`src/rtl/ts_pkg.sv`:
```
// Shared constants, state type and sync-byte helper for the TS packet aligner.
package ts_pkg;

  localparam logic [7:0] TS_SYNC_BYTE      = 8'h47;
  localparam logic [7:0] PACK_BYTE_SIZE    = 8'd188;
  localparam logic [7:0] PACK_RS_BYTE_SIZE = 8'd204;

  typedef enum logic [1:0] {
    HUNT   = 2'd0,
    VERIFY = 2'd1,
    LOCKED = 2'd2
  } ts_state_t;

  function automatic logic is_sync(input logic [7:0] b);
    return (b == TS_SYNC_BYTE);
  endfunction

endpackage

```
`src/rtl/ts_align_stats.sv`:
```
// Statistics for the TS aligner: forwarded packet count (wrapping) and
// LOCKED->HUNT transition count (saturating). A clear beats any increment.
module ts_align_stats (
  input  logic        clk,
  input  logic        rst_n,
  input  logic        clear,
  input  logic        pkt_inc,
  input  logic        loss_inc,
  output logic [31:0] packet_count,
  output logic [15:0] sync_loss_count
);

  // Packet counter, free-running wrap
  always_ff @(posedge clk or negedge rst_n) begin
    if (!rst_n) begin
      packet_count <= 32'd0;
    end else if (clear) begin
      packet_count <= 32'd0;
    end else if (pkt_inc) begin
      packet_count <= packet_count + 32'd1;
    end else begin
      packet_count <= packet_count;
    end
  end

  // Sync-loss counter, sticks at all-ones
  always_ff @(posedge clk or negedge rst_n) begin
    if (!rst_n) begin
      sync_loss_count <= 16'd0;
    end else if (clear) begin
      sync_loss_count <= 16'd0;
    end else if (loss_inc && (sync_loss_count != 16'hFFFF)) begin
      sync_loss_count <= sync_loss_count + 16'd1;
    end else begin
      sync_loss_count <= sync_loss_count;
    end
  end

endmodule

```
`src/rtl/ts_packet_aligner.sv`:
```
// TS packet aligner: hunts for 0x47, verifies lock, flywheels through sync errors.
// Defining TS_ALIGN_204_EN adds 204-byte (RS parity) framing with parity bytes dropped.
module ts_packet_aligner
  import ts_pkg::*;
#(
  parameter int LOCK_COUNT   = 3,
  parameter int UNLOCK_COUNT = 3
) (
  input  logic        mpeg_clk,
  input  logic        S_AXI_ARESETN,
  input  logic [7:0]  in_data,
  input  logic        in_valid,
  input  logic        stat_clear,
  output logic [7:0]  mpeg_data,
  output logic        mpeg_valid,
  output logic        mpeg_sync,
  output logic        locked,
  output logic        pkt_len_204,
  output logic [31:0] packet_count,
  output logic [15:0] sync_loss_count
);

`ifdef TS_ALIGN_204_EN
  localparam logic RS_EN = 1'b1;
`else
  localparam logic RS_EN = 1'b0;
`endif

  ts_state_t  state, state_nxt;
  logic [7:0] byte_cnt, byte_cnt_nxt;
  logic [7:0] good_cnt, good_nxt;
  logic [7:0] bad_cnt, bad_nxt;
  logic       len_204, len_204_nxt;
  logic       len_fixed, len_fixed_nxt;
  logic [7:0] pkt_last;
  logic       in_sync, at_188, at_204;
  logic       fwd, fwd_sync, loss;

  assign in_sync  = is_sync(in_data);
  assign pkt_last = len_204 ? (PACK_RS_BYTE_SIZE - 8'd1) : (PACK_BYTE_SIZE - 8'd1);
  // In VERIFY byte_cnt counts bytes since the last sync, so a candidate sits at count==length
  assign at_188   = (byte_cnt == PACK_BYTE_SIZE) && !(len_fixed && len_204);
  assign at_204   = RS_EN && (byte_cnt == PACK_RS_BYTE_SIZE);

  // Next-state, framing counters and forwarding decision for the accepted byte
  always_comb begin
    state_nxt     = state;
    byte_cnt_nxt  = byte_cnt;
    good_nxt      = good_cnt;
    bad_nxt       = bad_cnt;
    len_204_nxt   = len_204;
    len_fixed_nxt = len_fixed;
    fwd           = 1'b0;
    fwd_sync      = 1'b0;
    loss          = 1'b0;
    if (in_valid) begin
      case (state)
        HUNT: begin
          if (in_sync) begin
            state_nxt    = VERIFY;
            byte_cnt_nxt = 8'd1;
            good_nxt     = 8'd0;
          end else begin
            byte_cnt_nxt = 8'd0;
          end
        end
        VERIFY: begin
          if (at_188 || at_204) begin
            if (in_sync) begin
              len_fixed_nxt = 1'b1;
              len_204_nxt   = at_204;
              byte_cnt_nxt  = 8'd1;
              good_nxt      = good_cnt + 8'd1;
              if (good_cnt == 8'(LOCK_COUNT - 1)) begin
                state_nxt = LOCKED;
                bad_nxt   = 8'd0;
                fwd       = 1'b1;
                fwd_sync  = 1'b1;
              end else begin
                state_nxt = VERIFY;
              end
            end else if (at_188 && RS_EN && !len_fixed) begin
              // Length still open: no sync at 188, keep counting toward 204
              byte_cnt_nxt = byte_cnt + 8'd1;
            end else begin
              state_nxt     = HUNT;
              byte_cnt_nxt  = 8'd0;
              good_nxt      = 8'd0;
              len_fixed_nxt = 1'b0;
              len_204_nxt   = 1'b0;
            end
          end else begin
            byte_cnt_nxt = byte_cnt + 8'd1;
          end
        end
        LOCKED: begin
          byte_cnt_nxt = (byte_cnt == pkt_last) ? 8'd0 : (byte_cnt + 8'd1);
          if (byte_cnt == 8'd0) begin
            if (in_sync) begin
              bad_nxt  = 8'd0;
              fwd      = 1'b1;
              fwd_sync = 1'b1;
            end else if (bad_cnt == 8'(UNLOCK_COUNT - 1)) begin
              state_nxt     = HUNT;
              loss          = 1'b1;
              byte_cnt_nxt  = 8'd0;
              bad_nxt       = 8'd0;
              good_nxt      = 8'd0;
              len_fixed_nxt = 1'b0;
              len_204_nxt   = 1'b0;
            end else begin
              // Flywheel: mark the boundary even though the sync byte is wrong
              bad_nxt  = bad_cnt + 8'd1;
              fwd      = 1'b1;
              fwd_sync = 1'b1;
            end
          end else begin
            fwd = (byte_cnt < PACK_BYTE_SIZE);
          end
        end
        default: begin
          state_nxt     = HUNT;
          byte_cnt_nxt  = 8'd0;
          good_nxt      = 8'd0;
          bad_nxt       = 8'd0;
          len_fixed_nxt = 1'b0;
          len_204_nxt   = 1'b0;
        end
      endcase
    end else begin
      state_nxt = state;
    end
  end

  // FSM state and framing counters
  always_ff @(posedge mpeg_clk or negedge S_AXI_ARESETN) begin
    if (!S_AXI_ARESETN) begin
      state     <= HUNT;
      byte_cnt  <= 8'd0;
      good_cnt  <= 8'd0;
      bad_cnt   <= 8'd0;
      len_204   <= 1'b0;
      len_fixed <= 1'b0;
    end else begin
      state     <= state_nxt;
      byte_cnt  <= byte_cnt_nxt;
      good_cnt  <= good_nxt;
      bad_cnt   <= bad_nxt;
      len_204   <= len_204_nxt;
      len_fixed <= len_fixed_nxt;
    end
  end

  // Registered output bus; data holds between valid bytes
  always_ff @(posedge mpeg_clk or negedge S_AXI_ARESETN) begin
    if (!S_AXI_ARESETN) begin
      mpeg_data  <= 8'd0;
      mpeg_valid <= 1'b0;
      mpeg_sync  <= 1'b0;
      locked     <= 1'b0;
    end else begin
      mpeg_data  <= fwd ? in_data : mpeg_data;
      mpeg_valid <= fwd;
      mpeg_sync  <= fwd_sync;
      locked     <= (state_nxt == LOCKED);
    end
  end

`ifdef TS_ALIGN_204_EN
  // Length flag reported only for a locked stream
  always_ff @(posedge mpeg_clk or negedge S_AXI_ARESETN) begin
    if (!S_AXI_ARESETN) begin
      pkt_len_204 <= 1'b0;
    end else begin
      pkt_len_204 <= len_204_nxt && (state_nxt == LOCKED);
    end
  end
`else
  assign pkt_len_204 = 1'b0;
`endif

  ts_align_stats u_stats (
    .clk             (mpeg_clk),
    .rst_n           (S_AXI_ARESETN),
    .clear           (stat_clear),
    .pkt_inc         (fwd_sync),
    .loss_inc        (loss),
    .packet_count    (packet_count),
    .sync_loss_count (sync_loss_count)
  );

endmodule

```
`config.mk`:
```
export PLATFORM = sky130hd
export DESIGN_NAME = ts_packet_aligner
export DESIGN_NICKNAME = d
export VERILOG_FILES = /design/src/rtl/ts_pkg.sv /design/src/rtl/ts_align_stats.sv /design/src/rtl/ts_packet_aligner.sv
export SDC_FILE = /design/constraint.sdc
export NUM_CORES = 1
export LEC_CHECK = 0
export CAP_MARGIN = 25
export CORE_MARGIN = 5
export CORE_UTILIZATION = 58
export DETAILED_ROUTE_END_ITERATION = 12
export PLACE_DENSITY_LB_ADDON = 0.08
export SKIP_LAST_GASP = 1
export SLEW_MARGIN = 10
export SYNTH_ARGS = -nofsm -noshare
export SYNTH_HDL_FRONTEND = slang
export SYNTH_SLANG_ARGS = --single-unit
```
`constraint.sdc`:
```
create_clock -name mpeg_clk -period 6 [get_ports mpeg_clk]
set_input_delay 1.2 -clock mpeg_clk [delete_from_list [all_inputs] [get_ports mpeg_clk]]
set_output_delay 1.2 -clock mpeg_clk [all_outputs]
set_load 0.01 [all_outputs]
```
== Word-level counts from Yosys, hierarchy flattened ==
Cells that the tools add are included.
Word-level totals
  output and inout port bits: 60
  input bits: 12
  register bits: 87
  word-level logic and storage cells: 105
Cells by class
  eq/ne operators: 16
  mux-type cells: 59
  reduce and logical (&&, ||, !) cells: 11
  add/subtract/negate cells: 5
  $lt $le $gt $ge: 1
  bitwise operators: 1
Operator list (count)
  8-bit two-way mux: 17
  8-bit case mux with 3 select lines: 3
  32-bit two-way mux: 2
  32-bit by 1-bit adder with 32-bit output (second input constant): 1
  16-bit two-way mux: 2
  8-bit by 1-bit adder with 8-bit output (second input constant): 3
  1-bit two-way mux: 21
  6-bit AND reduction: 3
  16-bit by 1-bit adder with 16-bit output (second input constant): 1
  8-bit by 2-bit equality test with 1-bit output (second input constant): 2
  2-bit two-way mux: 8
  16-bit inequality test (second input constant): 1
  2-bit inequality test (second input constant): 7
  8-bit by 7-bit equality test with 1-bit output (second input constant): 1
  8-bit equality test: 1
  8-bit equality test (second input constant): 1
  8-bit zero test: 1
  8-bit < comparator (second input constant): 1
  7-bit two-way mux: 1
  1-bit case mux with 3 select lines: 2
  2-bit case mux with 3 select lines: 1
  2-bit equality test (second input constant): 2
  1-bit case mux with 2 select lines: 2
  2-bit nonzero test: 2
  other kinds (5): 7

== Logic depth before layout (Yosys ltp) ==
Gate-level depths: netlist (run 1).
  depth in word-level cells: 9
  mapped depth: 11
  gate-level depth less buffers: 8

== Cells and area by module ==
From an unflattened synthesis (run 1), not the netlist that was laid out.
Unflattened totals
  cell total of the unflattened synthesis: 527
  area total of the unflattened synthesis: 4944.7 um^2
Modules (own cells, without submodules)
  ts_align_stats: instances 1, cells an instance 282, area an instance 2643.8 um^2, sequential area each 1201.2 um^2
  ts_packet_aligner: instances 1, cells an instance 245, area an instance 2301.0 um^2, sequential area each 925.9 um^2

== Worst setup path before layout (run 1) ==
Ideal clock, no wire load.
  kind: input to register
  start point: input port in_data[5]
  end point: register u_stats.packet_count[26]
  library setup time: 0.078 ns
  arrival: 3.046 ns
  path slack: 2.876 ns
  stages: 7
  data required time: 5.922 ns
  cells stage by stage: or4b_4 > o211ai_2 > a32o_1 > buf_6 > nand4_4 > or4_1 > a21oi_1
Between the ends
  word-level cells in the longest chain between the ends: 6
Ends and longest elaborated chain
  from (decl): line ts_packet_aligner.sv:11  | input logic [7:0] in_data,
  8-bit by 7-bit equality test with 1-bit output *: line ts_pkg.sv:15  | return (b == TS_SYNC_BYTE);
  1-bit two-way mux, on equally long branches: line ts_packet_aligner.sv:99, ts_packet_aligner.sv:69
  1-bit two-way mux, on equally long branches: line ts_packet_aligner.sv:98, ts_packet_aligner.sv:68
  1-bit case mux with 2 select lines *: line ts_packet_aligner.sv:57  | case (state)
  1-bit two-way mux *: line ts_packet_aligner.sv:56  | if (in_valid) begin
  2-bit nonzero test (no line) *
  to (signal assigned): line ts_align_stats.sv:20  | packet_count <= packet_count + 32'd1;
  to (signal assigned): line ts_align_stats.sv:22  | packet_count <= packet_count;
  to (decl): line ts_align_stats.sv:9  | output logic [31:0] packet_count,
Mark *: on every way between the ends. The rest lies on a longest branch, timed or not.
A chain may end at the register's enable or synchronous reset.

== Worst setup path in the final report (run 1) ==
  start point: input port in_data[5]
  end point: register u_stats.packet_count[27]
The elaborated chain is that of the path after synthesis.

==> results of run 1 <==
final cells by class:
cell class	instances	area, µm²
flip-flops and latches	85	2127
well taps	102	127.6
clock buffers	12	145.1
inverters	13	48.80
multi-input cells	377	2362
repair buffers	73	740.7
fillers	603	2128
clock inverters	4	47.55
flip-flops by register name, summed over array words and instances, names as in the netlist:
signal and count:
bad_cnt 8, byte_cnt 8, u_stats.packet_count 32, mpeg_data 8, locked 1, good_cnt 8
mpeg_valid 1, state 2, u_stats.sync_loss_count 16, mpeg_sync 1
critical path: stages:
cell                              delay (ps)
sky130_fd_sc_hd__clkdlybuf4s50_1         440
sky130_fd_sc_hd__or4b_4                  590
sky130_fd_sc_hd__o211ai_2                300
sky130_fd_sc_hd__a32o_1                  740
sky130_fd_sc_hd__nand4_2                 360
sky130_fd_sc_hd__or3_1                   440
sky130_fd_sc_hd__a21oi_1                 150
power groups by stage:
stage | Combinational (mW) | Sequential (mW) | Clock, mW
5_1_grt | 0.0795 | 0.579 | 0.439
2_1_floorplan | 0.0386 | 0.589 | 0
3_3_place_gp | 0.0670 | 0.590 | 0
3_5_place_dp | 0.0682 | 0.590 | 0
4_1_cts | 0.0686 | 0.579 | 0.412
6_report | 0.0702 | 0.579 | 0.407
kinds of logic (layout without fill, tap and decap cells):
kind of cell / after synthesis / count (layout) / synth area share [%]
simple gates: 238 / 238 / 27.89
flops: 85 / 85 / 46.17
compound gates: 79 / 79 / 10.65
xor+xnor: 38 / 38 / 7.224
buf+inv: 27 / 102 / 2.553
fa+ha+maj: 12 / 12 / 3.259
mux: 9 / 9 / 2.173
other cells: 1 / 1 / 0.08140
per-stage QoR:
| step | area [µm²] | instances | util (%) | setup slack, ps |
|---|---|---|---|---|
| global route | 5599 | 666 | 72.46 | 1883 |
| finish | 5599 | 666 | 72.46 | 2041 |
| detailed placement | 5379 | 649 | 69.61 | 1736 |
| CTS | 5572 | 665 | 72.10 | 2101 |
| global placement | 5379 | 649 | 69.61 | 1836 |
| floorplan | 4607 | 489 | - | 2876 |
per-layer routing:
| metal | track usage (%) | share of wire (%) | up-vias |
|---|---|---|---|
| met5 | 0 | 0 | - |
| met4 | 5.882 | 1.3 | 0 |
| met3 | 4.979 | 4.3 | 11 |
| met2 | 35.95 | 48 | 84 |
| met1 | 32.80 | 46 | 1938 |
| li1 | - | - | 1888 |
worst max-delay path by stage:
| stage | start | depth (start not counted) | endpoint | slack, ps |
|---|---|---|---|---|
| after global routing | in_data[5] | 7 | u_stats.packet_count[29]$_DFFE_PN0P_ | 1880 |
| after global placement | in_data[6] | 7 | u_stats.packet_count[31]$_DFFE_PN0P_ | 1840 |
| after detailed placement | in_data[6] | 7 | u_stats.packet_count[27]$_DFFE_PN0P_ | 1740 |
| final | in_data[5] | 7 | u_stats.packet_count[27]$_DFFE_PN0P_ | 2040 |
| after floorplan | in_data[5] | 7 | u_stats.packet_count[26]$_DFFE_PN0P_ | 2880 |
| after CTS | in_data[6] | 7 | u_stats.packet_count[27]$_DFFE_PN0P_ | 2100 |
synth_stat cells (all sizes together), types with 6 or more instances:
library cell / count / area [µm²]
dfrtp: 85 / 2127
nor2: 58 / 222.7
nand2: 42 / 157.7
o21ai: 37 / 188.9
xor2: 32 / 280.3
nand3: 30 / 150.1
and3: 23 / 143.9
nand4: 21 / 152.6
a21oi: 13 / 65.06
inv: 13 / 48.80
ha: 12 / 150.1
nor3: 10 / 50.05
or3: 10 / 62.56
clkbuf: 9 / 35.03
mux2: 8 / 90.09
nor4: 8 / 65.06
and4: 7 / 61.31
o31ai: 7 / 52.55
or2: 6 / 40.04
xnor2: 6 / 52.55
==> results, run 1 <==
- The initial antenna violation count was 0.
- Data on the critical path is required at its endpoint by 6270 ps.
- CTS built an H-tree with a depth of 3.
- The via count of the first global-routing pass came to 3878.
- For the final routed database, the setup TNS stands at 0 ps.
- The areal power density over the cells is 188.5 nW/µm².
- The die is 99.13 µm wide.
- The largest net degree at the start of global routing is 86.
- The synthesized netlist occupies a cell area of 4607 µm².
- After layout, the worst path uses 65.98% of the clock period.
- The normalized max-slew margin is 43.83%.
- At the pin with the least slew margin, the transition time is 830.9 ps.
- TritonCTS built the clock tree.
- The sequential group share of total power is 54.8%.
- The post-cts sizing count is 0.
- Net switching is 24.19% of the power.
- At the end of routability-driven placement, the weighted congestion stood at 0.8362.
- The number of antenna diodes in the final layout is 0.
- The first-pass detailed-route iteration total is 5.
- The share of flip-flops with an asynchronous set or reset is 100.0%.
- The placeable core region is 7727 µm².
- In the synthesized netlist the dominant register cell turns out to be sky130_fd_sc_hd__dfrtp_1.
- Using the TritonRoute via totals, the vias-per-cell ratio works out to 5.887.
- The die boundary height is 99.13 µm.
- The first routing iteration left 216 violations.
- CTS saw 85 sinks.
- Leaving out fill and tap cells, the most frequent cells in the layout are 85 x sky130_fd_sc_hd__dfrtp_1, 69 x sky130_fd_sc_hd__clkdlybuf4s50_1, 56 x sky130_fd_sc_hd__nor2_1, 42 x sky130_fd_sc_hd__nand2_1, 36 x sky130_fd_sc_hd__o21ai_0.
- The critical path data arrival time is 4230 ps.
- The startpoint identified for the worst register-to-register timing path is state[1]$_DFF_PN0_.
- The terminating pin of the worst hold path is bad_cnt[7]$_DFFE_PN0P_.
- The count of unique library cells instantiated by Yosys is 57.
- STA classifies the critical path startpoint as a primary input.
- The mean routed wirelength per cell is 16.48 µm.
- Setup repair after global routing left no endpoint under its margin.
- The detailed router placed 3921 vias in this run.
- The total power draw is 1.056 mW.
- For the worst-skew pair, the clock arrives at the later sink with an insertion delay of 350 ps.
- The worst vdd rail ir drop is 0.0001221 V.
- The startpoint of the worst hold path is bad_cnt[7]$_DFFE_PN0P_.
- The reg-to-reg critical path endpoint is u_stats.packet_count[27]$_DFFE_PN0P_.
- The count of final setup violators is 0.
- Combinational logic is responsible for 6.7% of the overall power.
- The number of pins with negative max-slew slack in the final report is 0.
- The wire-length estimate of the detail-placed layout is 7.601 mm.
- After the last flow step, the layout net total stands at 583.
- The run finished with clean final reports.
- The post-synthesis register bit count is 85.
- The worst register-to-register path has a setup slack of 2730 ps.
- For this block, the routed nets add up to 10.98 mm of wire.
- The number of buffers inserted by post-CTS setup repair is 0.
- The floorplan step defined a die boundary enclosing 9826 µm².
- The library cell used most frequently in the layout, excluding fill and tap cells, is sky130_fd_sc_hd__dfrtp_1.
- In the routed design, unresolved DRC markers number 0.
- The total global routing track utilization is 23.00%.
- The internal power contribution is 0.8003 mW.
- Static timing analysis puts the maximum clock frequency at 0.2526 GHz.
- The site row count is 32.
- Summed over all nets, the switching power comes to 0.2554 mW.
- The clock period could shrink to 3959 ps.
- Dividing the synthesized area by the synthesized cell count gives 9.421 µm².
- The number of top-level pins is 72.
- Counting cells, the worst reg-to-reg path comes to 8.
- The highest net fanout along the worst path is 20.
- The synthesized design contains 0 enable-type register cells.
- The kind of capture point of the worst setup path is a flop.
- The tree is rooted in a sky130_fd_sc_hd__clkbuf_8.
- The maximum number of buffers from clock root to sink is 2.
- The area added between synthesis and finish is 21.54%.
- The count of buffers from port buffering is 70.
- The critical path is of the in2reg type.
- Clock skew on the completed layout was measured at 7.336 ps.
- The clock transition time at the flip-flop clock pins of the worst setup and hold paths is 80 ps.
- The overall overflow remaining after global route is 0.
- For this design the static power due to leakage is 2.401 nW.
- The number of warnings issued by yosys is 0.
- The initial standard-cell utilization of the core is 59.62%.
- The wire length of the first global-routing pass is 18.54 mm.
- The min-delay analysis places its worst path in the category reg2reg.
- The number of buffers inserted for hold repair after clock tree synthesis is 0.
- The share of total power dissipated in the clock network is 38.5%.
- The number of clock buffers added by TritonCTS is 9.
- The hold violation total from the final report is 0.
- Max-cap violations in this run came to 0.
- The sequential area share after synthesis is 46.17%.
- The share of final-layout standard cells stronger than drive strength 1 is 7.624%.
- The cell depth of the worst min-delay path is 1.
- In the synthesized netlist, the number of instances is 489.
- The remaining number of nets flagged by the antenna check after routing is 0.
- The synthesized netlist net count is 513.
- The worst-case hold slack is 489.8 ps.
Power figures use the tool's default switching activity.
==> run 2, diff against run 1 <==
CORE_UTILIZATION = 54   (was 58)
clock period = 4.1 ns   (was 6 ns; I/O delays follow)
==> run 2 against run 1 <==
Compared with the run above: register-to-register slack got worse by 1500 ps; non-clock buffer count increased by 6; highest routed layer unchanged; utilization decreased by 3.8 points; power increased by 52%; setup slack got worse by 1100 ps; routed wire length decreased by 1.1%; worst hold slack got worse by 140 ps; die area increased by 6.6%; first-iteration DRC count decreased by 3.7%; flip-flop and latch count unchanged; sequential share of layout area decreased by 0.47 points; sequential power increased by 46%.
==> results, run 2 (synthesized netlist as in run 1, its figures left out) <==
- The number of top-level pins is 72 (unchanged).
- The total global routing track utilization came to 21.75% (-1.2 points).
- Ranked by flip-flop count, first place goes to u_stats.packet_count.
- The hold violation total from the final report came to 0 (unchanged).
- The final worst clock skew was 9.232 ps (+1.896 ps).
- The register-to-register setup slack is 1230 ps (-1500 ps).
- The mean routed wirelength per cell is 16.11 µm (-2.2%).
- The normalized max-slew margin was 45.81% (+2.0 points).
- The worst-case hold slack was 345.6 ps (-144.2 ps).
- The routed wire length is 10.86 mm (-1.1%).
- The filler-free cell count of the finished design is 674 (+1.2%).
- The master of the slowest instance on the critical path is sky130_fd_sc_hd__or4b_4.
- The buffer and inverter count on the worst path is 1 (unchanged).
- The worst setup path is launched from a primary input.
- The flip-flop count of the largest register, all copies and words added came to 32 (unchanged).
- The TritonCTS clock tree is yes.
- The maximum number of buffers from clock root to sink was 2 (unchanged).
- The area added between synthesis and finish is 23.06%.
- The footprint of the multi-input gates is 2362 µm² (unchanged).
- The antenna diode count is 0 (unchanged).
- The total routed wire length on the met1 layer is 5.040 mm (-0.98%).
- The initial standard-cell utilization of the core is 55.79% (-3.8 points).
- The number of fill cells in the layout is 665 (+10%).
- The first-pass detailed-route iteration total was 4 (-1).
- After layout, the worst path uses 75.87% of the clock period.
- The overall overflow remaining after global route is 0 (unchanged).
- The die boundary height is 102.4 µm (+3.3%).
- In this design, the largest share of critical-path delay is due to simple AND/OR/NAND/NOR gates.
- The placeable core region is 8258 µm² (+6.9%).
- The clock transition time at the flip-flop clock pins of the worst setup and hold paths is 90 ps (about the same).
- The startpoint identified for the worst register-to-register timing path is bad_cnt[0]$_DFFE_PN0P_.
- The worst vdd rail ir drop was 0.0001741 V (+43%).
- The number of buffers inserted for hold repair after clock tree synthesis is 0 (unchanged).
- The pin slew with the least headroom to its limit is 805.4 ps (-25.47 ps).
- The clock period could shrink to 3111 ps.
- The final estimated routing congestion in global placement was 0.8414 (+0.62%).
- The length in cells of the worst reg-to-reg path is 8 (unchanged).
- The sequential standard cell area was 2127 µm² (unchanged).
- The kind of capture point of the worst setup path is a flop.
- The share of final-layout standard cells stronger than drive strength 1 came to 8.612% (+0.99 points).
- The reg-to-reg critical path endpoint is mpeg_data[4]$_DFFE_PN0P_.
- The leakage dissipation is 2.441 nW (+1.7%).
- The post-cts sizing count was 0 (unchanged).
- The total number of vias is 3920 (-0.026%).
- The number of buffers inserted by post-CTS setup repair is 0 (unchanged).
- The areal power density over the cells is 283.1 nW/µm² (+50%).
- The delay of the slowest critical-path stage is 580 ps (-160 ps).
- In the final layout, the registers with the most flip-flops are u_stats.packet_count x32, u_stats.sync_loss_count x16.
- The site row count is 33 (+3.1%).
- The largest net degree at the start of global routing is 65 (-24%).
- The wire length of the first global-routing pass was 18.33 mm (-1.1%).
- Traced cell by cell, the critical path runs through clkdlybuf4s50_1 > or4b_4 > o211ai_2 > a32o_1 > nand4_2 > or3_1 > a21oi_1.
- The total power draw is 1.605 mW (+52%).
- The critical path data arrival time is 3380 ps (-850 ps).
- The amount of wire on met3 after detailed routing is 414 µm (-11%).
- The worst hold-check path type is in2async.
- The total negative slack for setup checks was 0 ps (unchanged).
- The floorplan die width is 102.4 µm (+3.3%).
- The most common cell after layout, fill and taps aside is sky130_fd_sc_hd__dfrtp_1.
- The count of buffers from port buffering was 70 (unchanged).
- The library cells used most frequently in the layout, excluding fill and tap cells, are 85 x sky130_fd_sc_hd__dfrtp_1, 69 x sky130_fd_sc_hd__clkdlybuf4s50_1, 56 x sky130_fd_sc_hd__nor2_1, 42 x sky130_fd_sc_hd__nand2_1, 36 x sky130_fd_sc_hd__o21ai_0.
- The number of pins with negative max-slew slack in the final report was 0 (unchanged).
- The initial antenna violation count was 0 (unchanged).
- The count of final setup violators was 0 (unchanged).
- The buffer cell driving the clock tree root is sky130_fd_sc_hd__clkbuf_8.
- The H-tree depth is 3 (unchanged).
- The number of placed instances, taps included is 659 (+1.5%).
- The total length of routed met2 wires is 5.301 mm (+0.57%).
- The DRC marker count from the first detailed-route iteration is 208 (-3.7%).
- The highest net fanout along the worst path was 10 (-50%).
- The die area came to 10480 µm² (+6.6%).
- The via count of the first global-routing pass came to 3902 (+0.62%).
- The ratio of routed vias to standard cells is 5.816 (-1.2%).
- The remaining number of nets flagged by the antenna check after routing is 0 (unchanged).
- Based on the critical path, the design can be clocked at up to 0.3215 GHz.
- The flow ran to the end, and the final reports show no timing, DRC or antenna violations.
- The max-capacitance violation count is 0 (unchanged).
- The required time at the worst-slack endpoint is 4370 ps (-1900 ps).
- The remaining routing DRC violations is 0 (unchanged).
- Setup repair after global routing left no endpoint under its margin.
- The number of nets in the layout is 589 (+1.0%).
- By startpoint and endpoint, the worst setup path is classified as in2reg.
- The detailed router used layers up to and including met4.
- The total CTS buffers is 9 (unchanged).
- The TritonCTS sink count is 85 (unchanged).
- The clock insertion delay at the later pin of the skew report is 350 ps (about the same).
- The half-perimeter wire length after placement is 7.718 mm (+1.5%).
-- run 2: worst max path at each step --
stage / slack [ps] / from / cells past startpoint / endpoint
after floorplan: 1360 / in_data[5] / 7 / u_stats.packet_count[26]$_DFFE_PN0P_
after global placement: 710 / in_data[5] / 7 / u_stats.packet_count[31]$_DFFE_PN0P_
after detailed placement: 620 / in_data[5] / 7 / u_stats.packet_count[31]$_DFFE_PN0P_
after CTS: 980 / in_data[5] / 7 / u_stats.packet_count[31]$_DFFE_PN0P_
after global routing: 800 / in_data[5] / 7 / u_stats.packet_count[31]$_DFFE_PN0P_
final: 990 / in_data[5] / 7 / u_stats.packet_count[31]$_DFFE_PN0P_
-- run 2: cell type report --
cell class / count / share of cell area (%)
Tap cell: 105 / 2.317
Clock buffer: 11 / 2.494
Timing Repair Buffer: 79 / 13.86
Clock inverter: 4 / 1.280
Inverter: 13 / 0.8607
Sequential cell: 85 / 37.52
Multi-Input combinational cell: 377 / 41.67
-- run 2: power breakdown --
part           leakage (nW)  internal [mW]  switching (mW)
clock                 0.105          0.356           0.297
combinational          1.15         0.0346          0.0705
sequential             1.19          0.841         0.00613
total                  2.44           1.23           0.374
-- run 2: through the flow --
| stage | utilization (%) | setup WS (ps) | cell area (µm²) |
|---|---|---|---|
| detailed placement | 66.06 | 616.8 | 5455 |
| global placement | 65.73 | 707.1 | 5428 |
| finish | 68.65 | 989.4 | 5669 |
| floorplan | - | 1356 | 4607 |
| global route | 68.65 | 801.9 | 5669 |
| CTS | 68.65 | 977.9 | 5669 |
-- run 2: layer usage --
layer  vias to the layer above  global-route usage (%)
met4                         0                   5.146
met2                        83                   35.23
met1                      1922                   30.07
met5                         -                       0
li1                       1904                       -
met3                        11                   4.710
==> run 3, diff against run 2 <==
CORE_UTILIZATION = 49   (was 54)
clock period = 2.8 ns   (was 4.1 ns; I/O delays follow)
==> run 3 against run 2 <==
Compared with the run above: power rose by 45%; sequential power is 45% higher; global-route usage is 0.97 points lower; final cell count rose by 4.0%; die area rose by 9.2%; non-clock buffer count grew 20; clock-buffer cell count shrank 1; utilization is 5.1 points lower; critical path type is now reg2reg; highest routed layer unchanged.
==> results, run 3 (synthesized netlist as in run 1, its figures left out) <==
- The run finished with clean final reports.
- The register-to-register setup slack came to 200 ps (-1030 ps).
- The half-perimeter wire length after placement is 8.259 mm (+7.0%).
- The floorplan die width is 107.0 µm (+4.5%).
- The required time at the worst-slack endpoint is 3080 ps (-1290 ps).
- The remaining number of nets flagged by the antenna check after routing is 0 (unchanged).
- The worst-case hold slack is 185.1 ps (-160.4 ps).
- The worst setup path is launched from a flop.
- The via count of the first global-routing pass is 4080 (+4.6%).
- The kind of capture point of the worst setup path is a flop.
- TritonCTS built the clock tree.
- The initial standard-cell utilization of the core is 50.10% (-5.7 points).
- The ratio of routed vias to standard cells is 5.765 (-0.88%).
- The final setup slack of the worst path is 200.0 ps (-789.4 ps).
- The achievable frequency is 0.3846 GHz.
- The buffer cell driving the clock tree root is sky130_fd_sc_hd__clkbuf_8.
- The DRC marker count from the first detailed-route iteration is 154 (-26%).
- The placeable core region was 9196 µm² (+11%).
- The die area is 11440 µm² (+9.2%).
- The number of pins with negative max-slew slack in the final report is 0 (unchanged).
- The TritonCTS sink count is 85 (unchanged).
- The maximum number of buffers from clock root to sink is 2 (unchanged).
- The library cells used most frequently in the layout, excluding fill and tap cells, are 85 x sky130_fd_sc_hd__dfrtp_1, 69 x sky130_fd_sc_hd__clkdlybuf4s50_1, 56 x sky130_fd_sc_hd__nor2_1, 42 x sky130_fd_sc_hd__nand2_1, 36 x sky130_fd_sc_hd__o21ai_0.
- The remaining routing DRC violations came to 0 (unchanged).
- The area added between synthesis and finish is 26.78%.
- The die boundary height is 107.0 µm (+4.5%).
- The wire length of the first global-routing pass is 19.39 mm (+5.8%).
- The final cell utilization of the core is 63.51% (-5.1 points).
- The total number of vias is 4041 (+3.1%).
- The total negative slack for setup checks was 0 ps (unchanged).
- The first-pass detailed-route iteration total came to 5 (+1).
- The routed wire length is 11.40 mm (+4.9%).
- The highest net fanout along the worst path is 10 (unchanged).
- The worst vdd rail ir drop came to 0.0002517 V (+45%).
- Setup repair after global routing left no endpoint under its margin.
- The number of top-level pins is 72 (unchanged).
- In the finished design, the share of the clock period the worst path needs comes to 92.86%.
- The number of placed instances, taps included is 685 (+3.9%).
- The overall overflow remaining after global route is 0 (unchanged).
- The site row count is 35 (+6.1%).
- In the final layout, the registers with the most flip-flops are u_stats.packet_count x32, u_stats.sync_loss_count x16.
- The endpoint identified for the worst register-to-register timing path is u_stats.packet_count[29]$_DFFE_PN0P_.
- The worst slack at placement is -253.0 ps (-869.9 ps).
- The final estimated routing congestion in global placement was 0.8702 (+3.4%).
- The filler-free cell count of the finished design came to 701 (+4.0%).
- The largest register by flop count is u_stats.packet_count.
- The final worst clock skew is 9.504 ps (+0.2716 ps).
- The count of buffers from port buffering is 70 (unchanged).
- The min-delay analysis places its worst path in the category in2async.
- The total CTS buffers is 9 (unchanged).
- The largest net degree at the start of global routing is 49 (-25%).
- The antenna diode count is 0 (unchanged).
- The startpoint of the lowest-slack register-to-register path is good_cnt[0]$_DFFE_PN0P_.
- The minimum clock period is 2600 ps.
- The clock transition time at the flip-flop clock pins of the worst setup and hold paths is 90 ps (about the same).
- The mean routed wirelength per cell is 16.26 µm (+0.90%).
- The max-capacitance violation count is 0 (unchanged).
- The initial antenna violation count is 0 (unchanged).
- The areal power density over the cells is 398.5 nW/µm² (+41%).
- The pin slew with the least headroom to its limit is 830.3 ps (+24.88 ps).
- In this run the worst setup path begins at good_cnt[0]$_DFFE_PN0P_.
- The clock insertion delay at the later pin of the skew report came to 360 ps (about the same).
- The flip-flop count of the largest register, all copies and words added is 32 (unchanged).
- The leakage dissipation is 2.545 nW (+4.3%).
- The area after detailed placement is 5618 µm² (+3.0%).
- The H-tree depth came to 3 (unchanged).
- The most common cell after layout, fill and taps aside is sky130_fd_sc_hd__dfrtp_1.
- The length in cells of the worst reg-to-reg path is 8 (unchanged).
- The final design area excluding fillers was 5841 µm² (+3.0%).
- The count of final setup violators was 0 (unchanged).
- The hold violation total from the final report is 0 (unchanged).
- The critical path data arrival time is 2880 ps (-500 ps).
- The normalized max-slew margin is 44.65% (-1.2 points).
- The share of final-layout standard cells stronger than drive strength 1 is 12.71% (+4.1 points).
- The number of nets in the layout is 609 (+3.4%).
- The startpoint-to-endpoint class of the critical path is reg2reg.
- The total global routing track utilization was 20.79% (-0.97 points).
- The total power draw is 2.327 mW (+45%).
==> run 3: repair_timing <==
action,CTS,global route
gates resized for setup,0,4
endpoints found under the setup margin,0,18
hold buffers,0,0
buffers inserted,0,0
==> run 3: final cells by class <==
type	count	area (µm²)
fill	776	3356
multi-input combinational	377	2379
sequential	85	2127
clock inverter	6	68.82
timing repair buffer	99	940.9
clock buffer	10	137.6
inverter	13	48.80
tap	111	138.9
==> run 3: report_power, final <==
group / internal [mW] / switching, mW
combinational: 0.0672 / 0.112
sequential: 1.23 / 0.00360
clock: 0.443 / 0.470
total: 1.74 / 0.586
==> run 3: how the worst max path moves through the flow <==
stage,to,slack (ps)
after detailed placement,u_stats.packet_count[29]$_DFFE_PN0P_,-250
after floorplan,u_stats.packet_count[26]$_DFFE_PN0P_,320
final,u_stats.packet_count[29]$_DFFE_PN0P_,200
after global placement,u_stats.packet_count[29]$_DFFE_PN0P_,-130
after global routing,u_stats.packet_count[31]$_DFFE_PN0P_,40
after CTS,u_stats.packet_count[29]$_DFFE_PN0P_,60
==> run 3: critical path, cell delays in order, from the launching register on <==
cell	delay, ps
sky130_fd_sc_hd__dfrtp_1	440
sky130_fd_sc_hd__inv_1	80
sky130_fd_sc_hd__ha_1	140
sky130_fd_sc_hd__or4b_4	470
sky130_fd_sc_hd__nor4_4	260
sky130_fd_sc_hd__a32o_2	340
sky130_fd_sc_hd__nand4_2	250
sky130_fd_sc_hd__or3_1	410
sky130_fd_sc_hd__a21oi_1	140
==> run 3: layer usage <==
metal / up-vias / global-route usage (%) / share of wire (%)
li1: 1948 / - / -
met1: 1998 / 27.66 / 46
met2: 80 / 34.49 / 48
met3: 15 / 3.552 / 4.0
met4: 0 / 6.941 / 1.5
met5: - / 0 / 0
